## src/rtl/ad_serial_rx.sv

```systemverilog
// Purpose: serial ADC frame receiver (cs_n/sclk/sdata master) with an fx-bus register file.
// Latency: one frame is 34*(DIV+1) clk_sys cycles; ad_vld on HOLD entry; fx_q one cycle after fx_rd.
// Backpressure: none; a trigger arriving while a frame is in flight is dropped and flagged as overrun.
module ad_serial_rx (
    input  logic        clk_sys,
    input  logic        rst_n,
    input  logic [5:0]  dev_id,
    output logic        cs_n,
    output logic        sclk,
    input  logic        sdata,
    output logic [15:0] ad_data,
    output logic        ad_vld,
    input  logic [21:0] fx_waddr,
    input  logic        fx_wr,
    input  logic [7:0]  fx_data,
    input  logic        fx_rd,
    input  logic [21:0] fx_raddr,
    output logic [7:0]  fx_q
);

    localparam logic [7:0] OFF_CTRL   = 8'h00;
    localparam logic [7:0] OFF_DIV    = 8'h01;
    localparam logic [7:0] OFF_PER_L  = 8'h02;
    localparam logic [7:0] OFF_PER_H  = 8'h03;
    localparam logic [7:0] OFF_DATA_L = 8'h04;
    localparam logic [7:0] OFF_DATA_H = 8'h05;
    localparam logic [7:0] OFF_CNT    = 8'h06;
    localparam logic [7:0] OFF_STAT   = 8'h07;

    typedef enum logic [1:0] {
        IDLE  = 2'd0,
        SETUP = 2'd1,
        SHIFT = 2'd2,
        HOLD  = 2'd3
    } state_t;

    // register file
    logic        ctrl_en_q, ctrl_en_d;
    logic [7:0]  div_q, div_d;
    logic [15:0] per_q, per_d;
    logic [7:0]  cnt_q, cnt_d;
    logic        ovr_q, ovr_d;
    logic [7:0]  fx_q_q, fx_q_d;

    // period counter
    logic [15:0] per_cnt_q, per_cnt_d;
    logic [15:0] per_m1;
    logic        trig;

    // frame engine
    state_t      state_q, state_d;
    logic [7:0]  div_sh_q, div_sh_d;
    logic [7:0]  tmr_q, tmr_d;
    logic [3:0]  bit_q, bit_d;
    logic        phase_q, phase_d;
    logic [15:0] shift_q, shift_d;
    logic        sdata_q;
    logic        cs_n_q, cs_n_d;
    logic        sclk_q, sclk_d;
    logic [15:0] ad_data_q, ad_data_d;
    logic        ad_vld_q, ad_vld_d;

    logic        wr_hit, rd_hit;
    logic [7:0]  wr_off, rd_off;
    logic        tmr_done;
    logic        accept;
    logic        ovr_set, ovr_clr;
    logic        busy;

    assign wr_hit   = fx_wr && (fx_waddr[21:16] == dev_id);
    assign rd_hit   = fx_rd && (fx_raddr[21:16] == dev_id);
    assign wr_off   = fx_waddr[7:0];
    assign rd_off   = fx_raddr[7:0];
    assign tmr_done = (tmr_q == div_sh_q);
    assign busy     = (state_q != IDLE);

    // Writable configuration; ro offsets and foreign device ids fall through untouched
    always_comb begin
        ctrl_en_d = ctrl_en_q;
        div_d     = div_q;
        per_d     = per_q;
        if (wr_hit) begin
            case (wr_off)
                OFF_CTRL:  ctrl_en_d   = fx_data[0];
                OFF_DIV:   div_d       = fx_data;
                OFF_PER_L: per_d[7:0]  = fx_data;
                OFF_PER_H: per_d[15:8] = fx_data;
                default:   ;
            endcase
        end
    end

    // Period counter: free-runs 0..PER-1 while enabled, PER=0 behaves as PER=1.
    // It is cleared on the same edge that disable lands so a re-enable starts a fresh period.
    always_comb begin
        per_m1    = (per_q == 16'd0) ? 16'd0 : (per_q - 16'd1);
        trig      = ctrl_en_q && ctrl_en_d && (per_cnt_q >= per_m1);
        per_cnt_d = 16'd0;
        if (ctrl_en_q && ctrl_en_d && (per_cnt_q < per_m1)) begin
            per_cnt_d = per_cnt_q + 16'd1;
        end
    end

    // A trigger is taken in IDLE, or on the final HOLD cycle so PER == frame length runs back-to-back
    assign accept  = trig && ((state_q == IDLE) || ((state_q == HOLD) && tmr_done));
    assign ovr_set = trig && !accept;
    assign ovr_clr = wr_hit && (wr_off == OFF_STAT) && fx_data[0];

    // Sticky overrun; a same-cycle set beats the write-1 clear
    always_comb begin
        ovr_d = ovr_set | (ovr_q & ~ovr_clr);
    end

    // Frame FSM next-state and registered output values
    always_comb begin
        state_d   = state_q;
        div_sh_d  = div_sh_q;
        tmr_d     = tmr_q;
        bit_d     = bit_q;
        phase_d   = phase_q;
        shift_d   = shift_q;
        cs_n_d    = cs_n_q;
        sclk_d    = sclk_q;
        ad_data_d = ad_data_q;
        ad_vld_d  = 1'b0;
        cnt_d     = cnt_q;

        case (state_q)
            IDLE: begin
                if (accept) begin
                    state_d  = SETUP;
                    div_sh_d = div_q;
                    tmr_d    = 8'd0;
                    cs_n_d   = 1'b0;
                    sclk_d   = 1'b0;
                end
            end
            SETUP: begin
                if (tmr_done) begin
                    state_d = SHIFT;
                    tmr_d   = 8'd0;
                    phase_d = 1'b0;
                    bit_d   = 4'd0;
                    sclk_d  = 1'b0;
                end else begin
                    tmr_d = tmr_q + 8'd1;
                end
            end
            SHIFT: begin
                if (!tmr_done) begin
                    tmr_d = tmr_q + 8'd1;
                end else begin
                    tmr_d = 8'd0;
                    if (!phase_q) begin
                        phase_d = 1'b1;
                        sclk_d  = 1'b1;
                    end else begin
                        // high->low transition: sample the registered serial input
                        phase_d = 1'b0;
                        sclk_d  = 1'b0;
                        shift_d = {shift_q[14:0], sdata_q};
                        if (bit_q == 4'd15) begin
                            state_d   = HOLD;
                            cs_n_d    = 1'b1;
                            ad_data_d = {shift_q[14:0], sdata_q};
                            ad_vld_d  = 1'b1;
                            cnt_d     = cnt_q + 8'd1;
                        end else begin
                            bit_d = bit_q + 4'd1;
                        end
                    end
                end
            end
            HOLD: begin
                if (tmr_done) begin
                    if (accept) begin
                        state_d  = SETUP;
                        div_sh_d = div_q;
                        tmr_d    = 8'd0;
                        cs_n_d   = 1'b0;
                        sclk_d   = 1'b0;
                    end else begin
                        state_d = IDLE;
                        tmr_d   = 8'd0;
                    end
                end else begin
                    tmr_d = tmr_q + 8'd1;
                end
            end
            default: begin
                state_d = IDLE;
                cs_n_d  = 1'b1;
                sclk_d  = 1'b0;
            end
        endcase

        // Disable aborts on the same edge the CTRL write lands; the partial frame is discarded
        if (!ctrl_en_d) begin
            state_d   = IDLE;
            tmr_d     = 8'd0;
            cs_n_d    = 1'b1;
            sclk_d    = 1'b0;
            ad_vld_d  = 1'b0;
            ad_data_d = ad_data_q;
            cnt_d     = cnt_q;
        end
    end

    // Registered read data, zero when no matching read
    always_comb begin
        fx_q_d = 8'h00;
        if (rd_hit) begin
            case (rd_off)
                OFF_CTRL:   fx_q_d = {7'd0, ctrl_en_q};
                OFF_DIV:    fx_q_d = div_q;
                OFF_PER_L:  fx_q_d = per_q[7:0];
                OFF_PER_H:  fx_q_d = per_q[15:8];
                OFF_DATA_L: fx_q_d = ad_data_q[7:0];
                OFF_DATA_H: fx_q_d = ad_data_q[15:8];
                OFF_CNT:    fx_q_d = cnt_q;
                OFF_STAT:   fx_q_d = {6'd0, busy, ovr_q};
                default:    fx_q_d = 8'h00;
            endcase
        end
    end

    // Register file and period counter state
    always_ff @(posedge clk_sys or negedge rst_n) begin
        if (!rst_n) begin
            ctrl_en_q <= 1'b0;
            div_q     <= 8'h03;
            per_q     <= 16'h03E8;
            cnt_q     <= 8'h00;
            ovr_q     <= 1'b0;
            fx_q_q    <= 8'h00;
            per_cnt_q <= 16'd0;
        end else begin
            ctrl_en_q <= ctrl_en_d;
            div_q     <= div_d;
            per_q     <= per_d;
            cnt_q     <= cnt_d;
            ovr_q     <= ovr_d;
            fx_q_q    <= fx_q_d;
            per_cnt_q <= per_cnt_d;
        end
    end

    // Frame FSM state, serial input flop and ADC-facing outputs
    always_ff @(posedge clk_sys or negedge rst_n) begin
        if (!rst_n) begin
            state_q   <= IDLE;
            div_sh_q  <= 8'd0;
            tmr_q     <= 8'd0;
            bit_q     <= 4'd0;
            phase_q   <= 1'b0;
            shift_q   <= 16'd0;
            sdata_q   <= 1'b0;
            cs_n_q    <= 1'b1;
            sclk_q    <= 1'b0;
            ad_data_q <= 16'd0;
            ad_vld_q  <= 1'b0;
        end else begin
            state_q   <= state_d;
            div_sh_q  <= div_sh_d;
            tmr_q     <= tmr_d;
            bit_q     <= bit_d;
            phase_q   <= phase_d;
            shift_q   <= shift_d;
            sdata_q   <= sdata;
            cs_n_q    <= cs_n_d;
            sclk_q    <= sclk_d;
            ad_data_q <= ad_data_d;
            ad_vld_q  <= ad_vld_d;
        end
    end

    assign cs_n    = cs_n_q;
    assign sclk    = sclk_q;
    assign ad_data = ad_data_q;
    assign ad_vld  = ad_vld_q;
    assign fx_q    = fx_q_q;

endmodule

```

## config.mk

```make
export PLATFORM = sky130hd
export DESIGN_NAME = ad_serial_rx
export DESIGN_NICKNAME = d
export VERILOG_FILES = /design/src/rtl/ad_serial_rx.sv
export SDC_FILE = /design/constraint.sdc
export NUM_CORES = 1
export LEC_CHECK = 0
export CAP_MARGIN = 20
export CORE_UTILIZATION = 35
export CTS_CLUSTER_DIAMETER = 30
export DETAILED_ROUTE_END_ITERATION = 8
export PLACE_DENSITY = 0.64
export SLEW_MARGIN = 20
export SYNTH_ARGS = -nofsm -noshare
export SYNTH_HDL_FRONTEND = slang
export SYNTH_SLANG_ARGS = --single-unit
```

## constraint.sdc

```tcl
create_clock -name clk_sys -period 5.9 [get_ports clk_sys]
set_clock_uncertainty 0.15 [all_clocks]
set_input_delay 1.77 -clock clk_sys [delete_from_list [all_inputs] [get_ports clk_sys]]
set_output_delay 1.77 -clock clk_sys [all_outputs]
set_load 0.05 [all_outputs]
```

; ---- After elaboration in Yosys (flattened, before gate mapping)
; Index checks and enable logic that the tools add are counted.
[op_classes]
n_lt_le_gt_ge = 2
muxes = 47
n_eq_ne = 30
reduce_logical = 31
addsub = 5
n_bitwise = 3
[op_table]
columns = operator, n
row1 = 8-bit one-hot mux with 8 select lines, 1
row2 = 8-bit two-way mux, 6
row3 = 8-bit by 3-bit equality test with 1-bit output (second input constant), 5
row4 = 8-bit by 2-bit equality test with 1-bit output (second input constant), 4
row5 = 16-bit two-way mux, 2
row6 = 8-bit one-hot mux with 2 select lines, 2
row7 = 1-bit two-way mux, 20
row8 = 3-bit != test (second input constant), 6
row9 = 16-bit by 1-bit adder with 16-bit output (second input constant), 1
row10 = 8-bit by 1-bit adder with 8-bit output (second input constant), 2
row11 = 8-bit by 1-bit equality test with 1-bit output (second input constant), 2
row12 = 16-bit greater-or-equal comparator, 1
row13 = 16-bit logical NOT, 1
row14 = 8-bit logical NOT, 2
row15 = 16-bit less-than comparator, 1
row16 = 4-bit two-way mux, 4
row17 = 16-bit by 1-bit subtractor with 16-bit output (second input constant), 1
row18 = 5-bit AND reduction, 3
row19 = 2-bit two-way mux, 7
row20 = 6-bit equality test, 2
row21 = 1-bit logical AND, 10
row22 = 2-bit != test (second input constant), 5
row23 = 3-bit AND reduction, 3
row24 = 8-bit equality test, 1
row25 = 20 further kinds, 26
[totals]
output_inout_bits = 27
inputBits = 63
elab_cells = 137
register_bits = 116

; ---- Logic depth before layout (Yosys ltp)
; Gate-level depths: netlist (run 1).
[depth]
ltp_word = 10
mapped_depth = 14
depth_no_buf = 14

; ---- Least setup slack after synthesis (run 1)
; No wires, ideal clock.
[synth_timing]
path_type = input port to flip-flop
start = input fx_waddr[3]
end = register div_sh_q[0]
required_ns = 5.625
path_stages = 7
path_buffers = 0
setup_ns = 0.125
slack_ns = 1.447
arrival_time_ns = 4.178
path_cell_list = or4_1 or3b_1 or4_4 or3_4 o211ai_2 a21oi_4 mux2_4
[synth_via]
elab_chain_len = 9
[synth_lines]
columns = item, line_no
row1 = "start, declared", 13  ; input logic [21:0] fx_waddr,
row2 = 8-bit logical NOT (*), 83  ; case (wr_off)
row3 = 1-bit two-way mux (*), 83
row4 = 1-bit two-way mux (*), 82  ; if (wr_hit) begin
row5 = 1-bit logical AND (*) (2 in a row), 97  ; trig = ctrl_en_q && ctrl_en_d && (per_cnt_q >= per_m1);
row6 = 1-bit logical AND (*), 105  ; assign accept = trig && ((state_q == IDLE) || ((state_q == HOLD) && tmr_done));
row7 = 8-bit two-way mux (*), --
row8 = 8-bit two-way mux, --
row9 = 8-bit one-hot mux with 2 select lines (*), --
row10 = "end signal, assigned", 264  ; div_sh_q <= div_sh_d;
row11 = "end, declared", 52  ; logic [7:0] div_sh_q, div_sh_d;
; Mark *: on every way between the ends. The rest lies on a longest branch, timed or not. The select of a mux whose other input is x is not followed.
; A chain may end at the register's enable or synchronous reset.

; ---- Final worst setup path (run 1)
[layout_timing]
start = register per_q[9]
end = register div_sh_q[5]
[layout_via]
elab_chain_len = 8
word_cells_on_any_way = 9
classes_between = add/sub (1) / order compare (1) / mux (4) / reduce/logical (3)
[layout_lines]
columns = item, line_no
row1 = "start, declared", 40  ; logic [15:0] per_q, per_d;
row2 = "start signal, assigned", 240  ; per_q <= per_d;
row3 = 16-bit by 1-bit subtractor with 16-bit output / 16-bit logical NOT (equally long branches), 96  ; per_m1 = (per_q == 16'd0) ? 16'd0 : (per_q - 16'd1);
row4 = 16-bit two-way mux (*), 96
row5 = 16-bit greater-or-equal comparator (*), 97
row6 = 1-bit logical AND (*), 97
row7 = 1-bit logical AND (*), 105
row8 = 8-bit two-way mux (*), --
row9 = 8-bit two-way mux, --
row10 = 8-bit one-hot mux with 2 select lines (*), --
; Marked as above.

==> impl_metrics.tcl, run 1 <==
set metrics [dict create \
    die_area_um2 18400 \
    die_h_um 136 \
    via_per_inst 5.30 \
    drt_wl_total_um 14800 \
    finalCriticalPeriod_ps 4700 \
    crit_arrival_ps 4840 \
    holdWs_ps 319 \
    cts_tree "yes" \
    rows 48 \
    core_um2 17400 \
    postRouteAntennaNets 0 \
    post-dp-hpwl_um 11000 \
    r2r_slack_ps 1200 \
    tns_ps 0 \
    grt_max_degree 71 \
    synth_edf_count 0 \
    hp-class "flip-flop to flip-flop" \
    first_pass_iters 5 \
    synth_nets 663 \
    avgSynthCellArea_um2 10.9 \
    drv_cap 0 \
    fillCellCount 1582 \
    drt_iter0_drc 239 \
    final_nets 745 \
    tightestPinTransition_ps 884 \
    first_global_vias 4753 \
    vdd_drop_max_v 0.000316 \
    r2r-start "per_q[9]" \
    drv_slew 0 \
    rsz0062_at_grt "no" \
    cts_sinks 116 \
    yosysMostFrequentCell "dfrtp_1" \
    crit_required_ps 6040 \
    grt_usage 0.170 \
    n_antenna_cell 0 \
    wl_per_cell_um 16.5 \
    ys_seq_elements 116 \
    cts_resized 0 \
    crit_path_end_kind "flip-flop" \
    drcViolationCount 0 \
    total_power_mw 1.90 \
    synthTopCellsByArea "dfrtp_1, mux2_2, ha_1" \
    rr_worst_depth 14 \
    synth_top_area_share 0.429 \
    worstSetupStartpointType "flip-flop" \
    netlist_area_um2 6240 \
    htree_levels 4 \
    fmaxAchievable_mhz 213 \
    path_max_fanout 16 \
    async_reset_ff_frac 1.00 \
    crit_end "div_sh_q[5]" \
    relSlewSlack 0.410 \
    cts_buffer_depth 2 \
    layout-drive-gt1-share 0.184 \
    clkTransAtPathRegs_ps 60 \
    start_util 0.360 \
    num_vias 4740 \
    area_growth_pct 25.1 \
    fp.dieW_um 136 \
    finalSetupViolCount 0 \
    status "completed" \
    synth_area_leader_cell "dfrtp_1" \
    clk_latency_ps 410 \
    antenna_found_initial 0 \
    ys_seq_area_frac 0.467 \
    synth_commonest_cells "dfrtp_1, mux2_2, nand2_1" \
    cts_buffers 17 \
    hold_viol_final 0 \
    ioPinCount 90 \
    synth.distinct_cells 59 \
    synthCells 574 \
    port_buffers 73 \
    critPathKind "flip-flop to flip-flop" \
    overflow 0 \
    cts-root-buf "clkbuf_16" \
    crit_start "per_q[9]" \
    power_density_nw_per_um2 243 \
    gp_congestion 0.861 \
    synth_top_flop_cell "dfrtp_1" \
    worstReg2RegEnd "div_sh_q[5]" \
    period_share 0.797 \
    cts_setup_buffers 0 \
    grt_pass1_wl_um 24000 \
    yosysWarnings 0 \
    leakage_nw 3.40 \
    ctsHoldBuffers 0 \
]
per-stage QoR:
step                setup WS [ps]  cells   util  cell area [um2]
floorplan                    1450    574      -             6240
global placement              880    862  0.417             7230
detailed placement            849    862  0.417             7230
CTS                          1280    894  0.450             7810
global route                  995    894  0.450             7810
finish                       1200    894  0.450             7810
routing by layer:
metal	global-route usage	vias to the layer above	wire, um
met5	0	-	0
met4	0.0437	0	119
met3	0.0475	10	761
met2	0.276	123	7140
met1	0.221	2365	6740
li1	-	2242	-
report_power, final:
part           switching [mW]  internal, mW  total (mW)
logic                  0.0522        0.0436      0.0958
registers            0.000651         0.797       0.798
clock network           0.400         0.601        1.00
flip-flops by register name (all words and copies together), names as in the netlist, 2 cells and up:
signal,cells
ad_data,16
per_cnt_q,16
per_q,16
shift_q,15
cnt_q,8
div_q,8
div_sh_q,8
fx_q,8
tmr_q,8
bit_q,4
state_q,2
how the worst min path moves through the flow:
stage,startpoint,slack [ps],end,cells past startpoint
floorplan,cnt_q[7],290,cnt_q[7],1
global placement,cnt_q[7],310,cnt_q[7],1
detailed placement,cnt_q[7],310,cnt_q[7],1
CTS,cnt_q[7],320,cnt_q[7],1
global route,cnt_q[7],360,cnt_q[7],1
finish,cnt_q[7],320,cnt_q[7],1
cell usage in the layout, fill, tap and decap left out, types with 3 or more instances in the layout:
| master | synthesis | final |
|---|---|---|
| clkdlybuf4s50_1 | 0 | 72 |
| nor3b_1 | 3 | 3 |
| xor2_1 | 26 | 26 |
| buf_4 | 0 | 5 |
| and2_1 | 4 | 4 |
| dfstp_2 | 9 | 9 |
| nor2_1 | 49 | 49 |
| o21ai_0 | 20 | 20 |
| mux2_4 | 8 | 8 |
| nor3_1 | 9 | 9 |
| a21oi_1 | 17 | 17 |
| or3_1 | 3 | 3 |
| xnor2_1 | 31 | 31 |
| nand3_1 | 17 | 17 |
| a221oi_1 | 6 | 6 |
| and3_1 | 8 | 8 |
| clkbuf_16 | 0 | 17 |
| a31oi_1 | 4 | 4 |
| mux2_2 | 59 | 59 |
| mux2i_1 | 8 | 8 |
| inv_1 | 12 | 12 |
| inv_6 | 0 | 7 |
| dfrtp_1 | 107 | 107 |
| nand2b_1 | 7 | 7 |
| clkinvlp_4 | 0 | 3 |
| nor4_1 | 7 | 7 |
| nor2b_1 | 4 | 4 |
| nand4_1 | 15 | 15 |
| nand2_1 | 52 | 52 |
| a22o_1 | 6 | 6 |
| ha_1 | 26 | 26 |
cells by family after synthesis:
| logic type | share of synthesized area |
|---|---|
| XOR/XNOR | 0.0800 |
| AND/OR/NAND/NOR | 0.152 |
| AO/OA/AOI/OAI | 0.0906 |
| multiplexers | 0.142 |
| buffers and inverters | 0.0162 |
| flip-flops | 0.467 |
| adder cells (fa/ha/maj) | 0.0521 |
area by class of cell:
class | instances | area (um2) | area share
multi-input cells | 432 | 3230 | 0.414
flip-flops and latches | 116 | 2910 | 0.373
repair buffers | 77 | 758 | 0.0971
clock buffers | 18 | 439 | 0.0562
well taps | 225 | 282 | 0.0360
clock inverters | 14 | 139 | 0.0178
inverters | 12 | 45.0 | 0.00577
worst max-delay path, stage by stage (launching register included):
cell and delay, ps:
dfstp_2 400, or4_1 570, or3_1 400, nor4_1 290, nand4b_1 140, buf_4 210, and2_1 170, ha_1 260
nand2b_1 100, a2111o_1 130, a31oi_1 90, o21ai_0 580, o211ai_2 320, a21oi_4 430, mux2_4 340
Note: power is estimated with default switching activity, not from simulation.
==> run 2, diff against run 1 <==
--- a/config.mk
+++ b/config.mk
@@ -9,7 +9,7 @@
 export CORE_UTILIZATION = 35
 export CTS_CLUSTER_DIAMETER = 30
 export DETAILED_ROUTE_END_ITERATION = 8
-export PLACE_DENSITY = 0.64
+export PLACE_DENSITY = 0.66
 export SLEW_MARGIN = 20
 export SYNTH_ARGS = -nofsm -noshare
 export SYNTH_HDL_FRONTEND = slang
==> constraint.sdc (replaced) <==
create_clock -name clk_sys -period 3.78 [get_ports clk_sys]
set_clock_uncertainty 0.15 [all_clocks]
set_input_delay 1.134 -clock clk_sys [delete_from_list [all_inputs] [get_ports clk_sys]]
set_output_delay 1.134 -clock clk_sys [all_outputs]
set_load 0.05 [all_outputs]
==> run 2 against run 1 <==
- the flow now finishes with violations (setup timing)
- core utilization grew 2.9 points
- largest cell class unchanged
- critical path type unchanged
- flip-flop and latch count is the same
- global-route usage grew 1.3 points
- non-clock buffer count grew 39
- cell count grew 4.4%
- combinational power grew 92%
- sequential share of layout area shrank 2.3 points
- die area is the same
- total power grew 56%
==> impl_metrics.tcl, run 2 (synthesis gave the netlist of run 1 again) <==
set metrics [dict create \
    postRouteAntennaNets 0 \
    drcViolationCount 0 \
    cts_buffer_depth 2 \
    antenna_found_initial 0 \
    hp-class "flip-flop to flip-flop" \
    die_h_um 136 \
    pwr-share-clk 0.517 \
    clk_latency_ps 430 \
    die_area_um2 18400 \
    status "finished, violations left" \
    drt_iter0_drc 351 \
    tns_ps -619 \
    final_cell_mix "dfrtp_1, clkdlybuf4s50_1, mux2_2" \
    path_max_fanout 8 \
    rows 48 \
    crit_required_ps 3940 \
    final_nets 784 \
    total_power_mw 2.96 \
    relSlewSlack 0.574 \
    rsz0062_at_grt "yes" \
    grt_usage 0.182 \
    hold_viol_final 0 \
    critPathKind "flip-flop to flip-flop" \
    fp.dieW_um 136 \
    start_util 0.360 \
    leakage_nw 3.67 \
    finalCriticalPeriod_ps 3860 \
    post-route-util 0.479 \
    port_buffers 73 \
    worstSetupStartpointType "flip-flop" \
    core_um2 17400 \
    drt_wl_total_um 15700 \
    cts_buffers 17 \
    cts_sinks 116 \
    ioPinCount 90 \
    layout-drive-gt1-share 0.263 \
    grt_max_degree 74 \
    crit_arrival_ps 4010 \
    clkTransAtPathRegs_ps 60 \
    num_vias 4914 \
    vdd_drop_max_v 0.000310 \
    share_seq_of_total_power 0.421 \
    violations "setup timing" \
    n_antenna_cell 0 \
    switching_share 0.257 \
    p_comb_frac 0.062 \
    gp_congestion 0.864 \
    ctsHoldBuffers 0 \
    tightestPinTransition_ps 635 \
    fmaxAchievable_mhz 259 \
    internal_power_mw 2.20 \
    post-dp-hpwl_um 11500 \
    place_ws_ps -486 \
    overflow 0 \
    period_share 1.02 \
    drv_cap 0 \
    cts-root-buf "clkbuf_16" \
    power_density_nw_per_um2 355 \
    area_growth_pct 33.3 \
    p_switching_mw 0.758 \
    finalSetupViolCount 11 \
    wl_per_cell_um 16.8 \
    drv_slew 0 \
    via_per_inst 5.27 \
    cts_tree "yes" \
    layout_commonest_cell "dfrtp_1" \
    first_pass_iters 5 \
    grt_pass1_wl_um 25500 \
    first_global_vias 5105 \
    worst_slack_ps -75.7 \
    htree_levels 4 \
    crit_path_end_kind "flip-flop" \
]
==> run 2: changes by cell type in the layout (fill, tap and decap cells not counted), moves of 3 or more <==
cell / delta
o21ai_2: +3
ha_1: -4
buf_12: +4
buf_4: +34
ha_4: +4
o21ai_0: -4
==> run 2: per-layer routing <==
metal  track usage  wire (um)
met5             0          0
met4        0.0687        291
met3        0.0610        862
met2         0.293       7590
met1         0.225       6930
==> run 2: power by group through the flow <==
stage          logic [mW]  registers [mW]  clock network, mW
3_3_place_gp        0.161            1.27                  0
3_5_place_dp        0.164            1.27                  0
6_report            0.184            1.24               1.53
4_1_cts             0.175            1.24               1.56
2_1_floorplan      0.0556            1.27                  0
5_1_grt             0.201            1.24               1.61
==> run 2: stage by stage <==
step | std cells | hold WS [ps] | instance area, um2
finish | 933 | 323 | 8320
global route | 933 | 337 | 8320
CTS | 932 | 324 | 8210
detailed placement | 894 | 310 | 7530
global placement | 894 | 310 | 7530
floorplan | 574 | 290 | 6260
==> run 2: timing repair <==
item                       4_1_cts  5_1_grt
setup endpoints to repair       21       25
setup buffers                    6        1
resized for setup               17       17
hold endpoints to repair         0        0
pin swaps                        8        4
==> run 2: area by class of cell <==
| class | instances | area [um2] |
|---|---|---|
| clock inverters | 15 | 133 |
| clock buffers | 17 | 425 |
| flip-flops and latches | 116 | 2910 |
| well taps | 225 | 282 |
| repair buffers | 116 | 1100 |
| fillers | 1479 | 9030 |
| multi-input cells | 432 | 3420 |
| inverters | 12 | 45.0 |
==> run 2: critical path, stage by stage (launching register included) <==
cell and delay (ps):
dfstp_2 370, or4_4 530, or3_4 370, nor4_4 170, buf_4 150, nand3_1 70, xnor2_1 180, nand2_1 120
ha_4 290, nand2_2 80, nor2_4 130, nand2_2 100, o21ai_4 270, o211ai_4 130, a21oi_4 160, buf_12 160
mux2_4 300
==> run 2: worst paths after layout <==
kind                       startpoint            to  slack, ps  depth (start not counted)
max                          per_q[9]   div_sh_q[2]        -80                         16
min                          cnt_q[7]      cnt_q[7]        320                          1
max reg2reg                  per_q[9]   div_sh_q[2]        -80                         16
min reg2reg                  cnt_q[7]      cnt_q[7]        320                          1
max in group asynchronous       rst_n      per_q[6]       2360                          2
min in group asynchronous       rst_n  per_cnt_q[4]        430                          1
==> run 3, diff against run 2 <==
--- a/config.mk
+++ b/config.mk
@@ -9,7 +9,8 @@
 export CORE_UTILIZATION = 35
 export CTS_CLUSTER_DIAMETER = 30
 export DETAILED_ROUTE_END_ITERATION = 8
-export PLACE_DENSITY = 0.66
+export PLACE_DENSITY = 0.54
+export SKIP_CTS_REPAIR_TIMING = 1
 export SLEW_MARGIN = 20
 export SYNTH_ARGS = -nofsm -noshare
 export SYNTH_HDL_FRONTEND = slang
==> run 3 against run 2 <==
- the flow still finishes with violations (setup timing)
- die area unchanged
- core utilization increased by 0.087 points
- first-iteration DRC count decreased by 28%
- critical path depth decreased by 7
- final area increased by 0.18%
- sequential power about the same
- critical endpoint is now div_sh_q[0]
- largest cell class unchanged
- highest routed layer unchanged
==> impl_metrics.tcl, run 3 (synthesis gave the netlist of run 1 again) <==
set metrics [dict create \
    status "finished, violations left" \
    violations "setup timing" \
    power_density_nw_per_um2 359 \
    rows 48 \
    pwr-share-clk 0.524 \
    crit_buf_inv 2 \
    hp-class "flip-flop to flip-flop" \
    period_share 1.03 \
    hp-start "cnt_q[7]" \
    final_cell_mix "dfrtp_1, clkdlybuf4s50_1, mux2_2" \
    clkTransAtPathRegs_ps 60 \
    post-dp-hpwl_um 11900 \
    gp_congestion 0.803 \
    via_per_inst 5.18 \
    die_area_um2 18400 \
    critPathKind "primary input to flip-flop" \
    hold_viol_final 0 \
    place_ws_ps -490 \
    htree_levels 4 \
    crit_required_ps 3930 \
    wl_per_cell_um 17.1 \
    dpl_cell_area_um2 7580 \
    cpMaxStageDelayCell "or4_4" \
    share_seq_of_total_power 0.415 \
    grt_pass1_wl_um 25700 \
    holdWs_ps 321 \
    p_switching_mw 0.785 \
    r2r-start "per_q[6]" \
    finalCriticalPeriod_ps 3880 \
    worst_slack_ps -105 \
    core_um2 17400 \
    finalSetupViolCount 15 \
    grt_max_degree 55 \
    slowest_delay_ps 530 \
    area_growth_pct 33.5 \
    drt_wl_total_um 16000 \
    start_util 0.360 \
    crit_family "simple AND/OR/NAND/NOR gates" \
    final_nets 785 \
    die_h_um 136 \
    crit_top_cell "or4_4" \
    cts-root-buf "clkbuf_16" \
    rsz0062_at_grt "yes" \
    drt_iter0_drc 251 \
    num_vias 4842 \
    total_power_mw 3.00 \
    ioPinCount 90 \
    r2r_slack_ps -40 \
    internal_power_mw 2.21 \
    worstPathCellList "clkdlybuf4s50_1, or4_4, or3b_4, or4_4, or3_4, o211ai_4, a21oi_4, buf_12, mux2_4" \
    fp.dieW_um 136 \
    first_pass_iters 5 \
    path_max_fanout 9 \
    fmaxAchievable_mhz 257 \
    layout_commonest_cell "dfrtp_1" \
    cts_sinks 116 \
    cts_tree "yes" \
    stdcell_area_um2 8340 \
    postRouteAntennaNets 0 \
    drcViolationCount 0 \
    worstSetupStartpointType "primary input" \
    drv_slew 0 \
    overflow 0 \
    tns_ps -882 \
    clk_latency_ps 420 \
    tightestPinTransition_ps 651 \
    p_comb_frac 0.061 \
    vdd_drop_max_v 0.000304 \
    fillCellCount 1558 \
    drv_cap 0 \
    crit_start "fx_waddr[3]" \
    grt_usage 0.183 \
    cts_buffers 17 \
    relSlewSlack 0.561 \
    first_global_vias 4913 \
    port_buffers 73 \
    switching_share 0.262 \
    layout-drive-gt1-share 0.257 \
    leakage_nw 3.67 \
    n_antenna_cell 0 \
    crit_path_end_kind "flip-flop" \
    cts_buffer_depth 2 \
    antenna_found_initial 0 \
    crit_arrival_ps 4030 \
]
[run 3: per-stage QoR]
step | util | std cells
after floorplan | - | 574
after global placement | 0.436 | 900
after detailed placement | 0.436 | 900
after CTS | 0.470 | 932
after global routing | 0.480 | 934
final | 0.480 | 934
[run 3: final timing paths]
path / end / cells past startpoint
worst max register to register: div_sh_q[0] / 14
max in group asynchronous: cnt_q[7] / 2
worst min-delay path: cnt_q[7] / 1
worst max-delay path: div_sh_q[0] / 9
min in group asynchronous: tmr_q[4] / 1
worst min register to register: cnt_q[7] / 1
[run 3: power by group through the flow]
stage / Sequential [mW] / Clock, mW / Combinational, mW
final: 1.24 / 1.57 / 0.183
after global routing: 1.24 / 1.69 / 0.201
after CTS: 1.24 / 1.61 / 0.173
after detailed placement: 1.27 / 0 / 0.173
after global placement: 1.27 / 0 / 0.169
after floorplan: 1.27 / 0 / 0.0556
[run 3: metal layers]
layer,share of wire,wire [um],track usage
met1,0.45,7190,0.238
met4,0.0091,145,0.0431
met2,0.50,7930,0.300
met3,0.043,693,0.0501
met5,0,0,0
[run 3: final cells by class]
| class | count | area [um2] | share of cell area |
|---|---|---|---|
| well taps | 225 | 282 | 0.0338 |
| clock buffers | 17 | 425 | 0.0510 |
| flip-flops and latches | 116 | 2910 | 0.350 |
| repair buffers | 117 | 1130 | 0.135 |
| multi-input cells | 432 | 3390 | 0.406 |
| clock inverters | 15 | 158 | 0.0189 |
| inverters | 12 | 45.0 | 0.00540 |
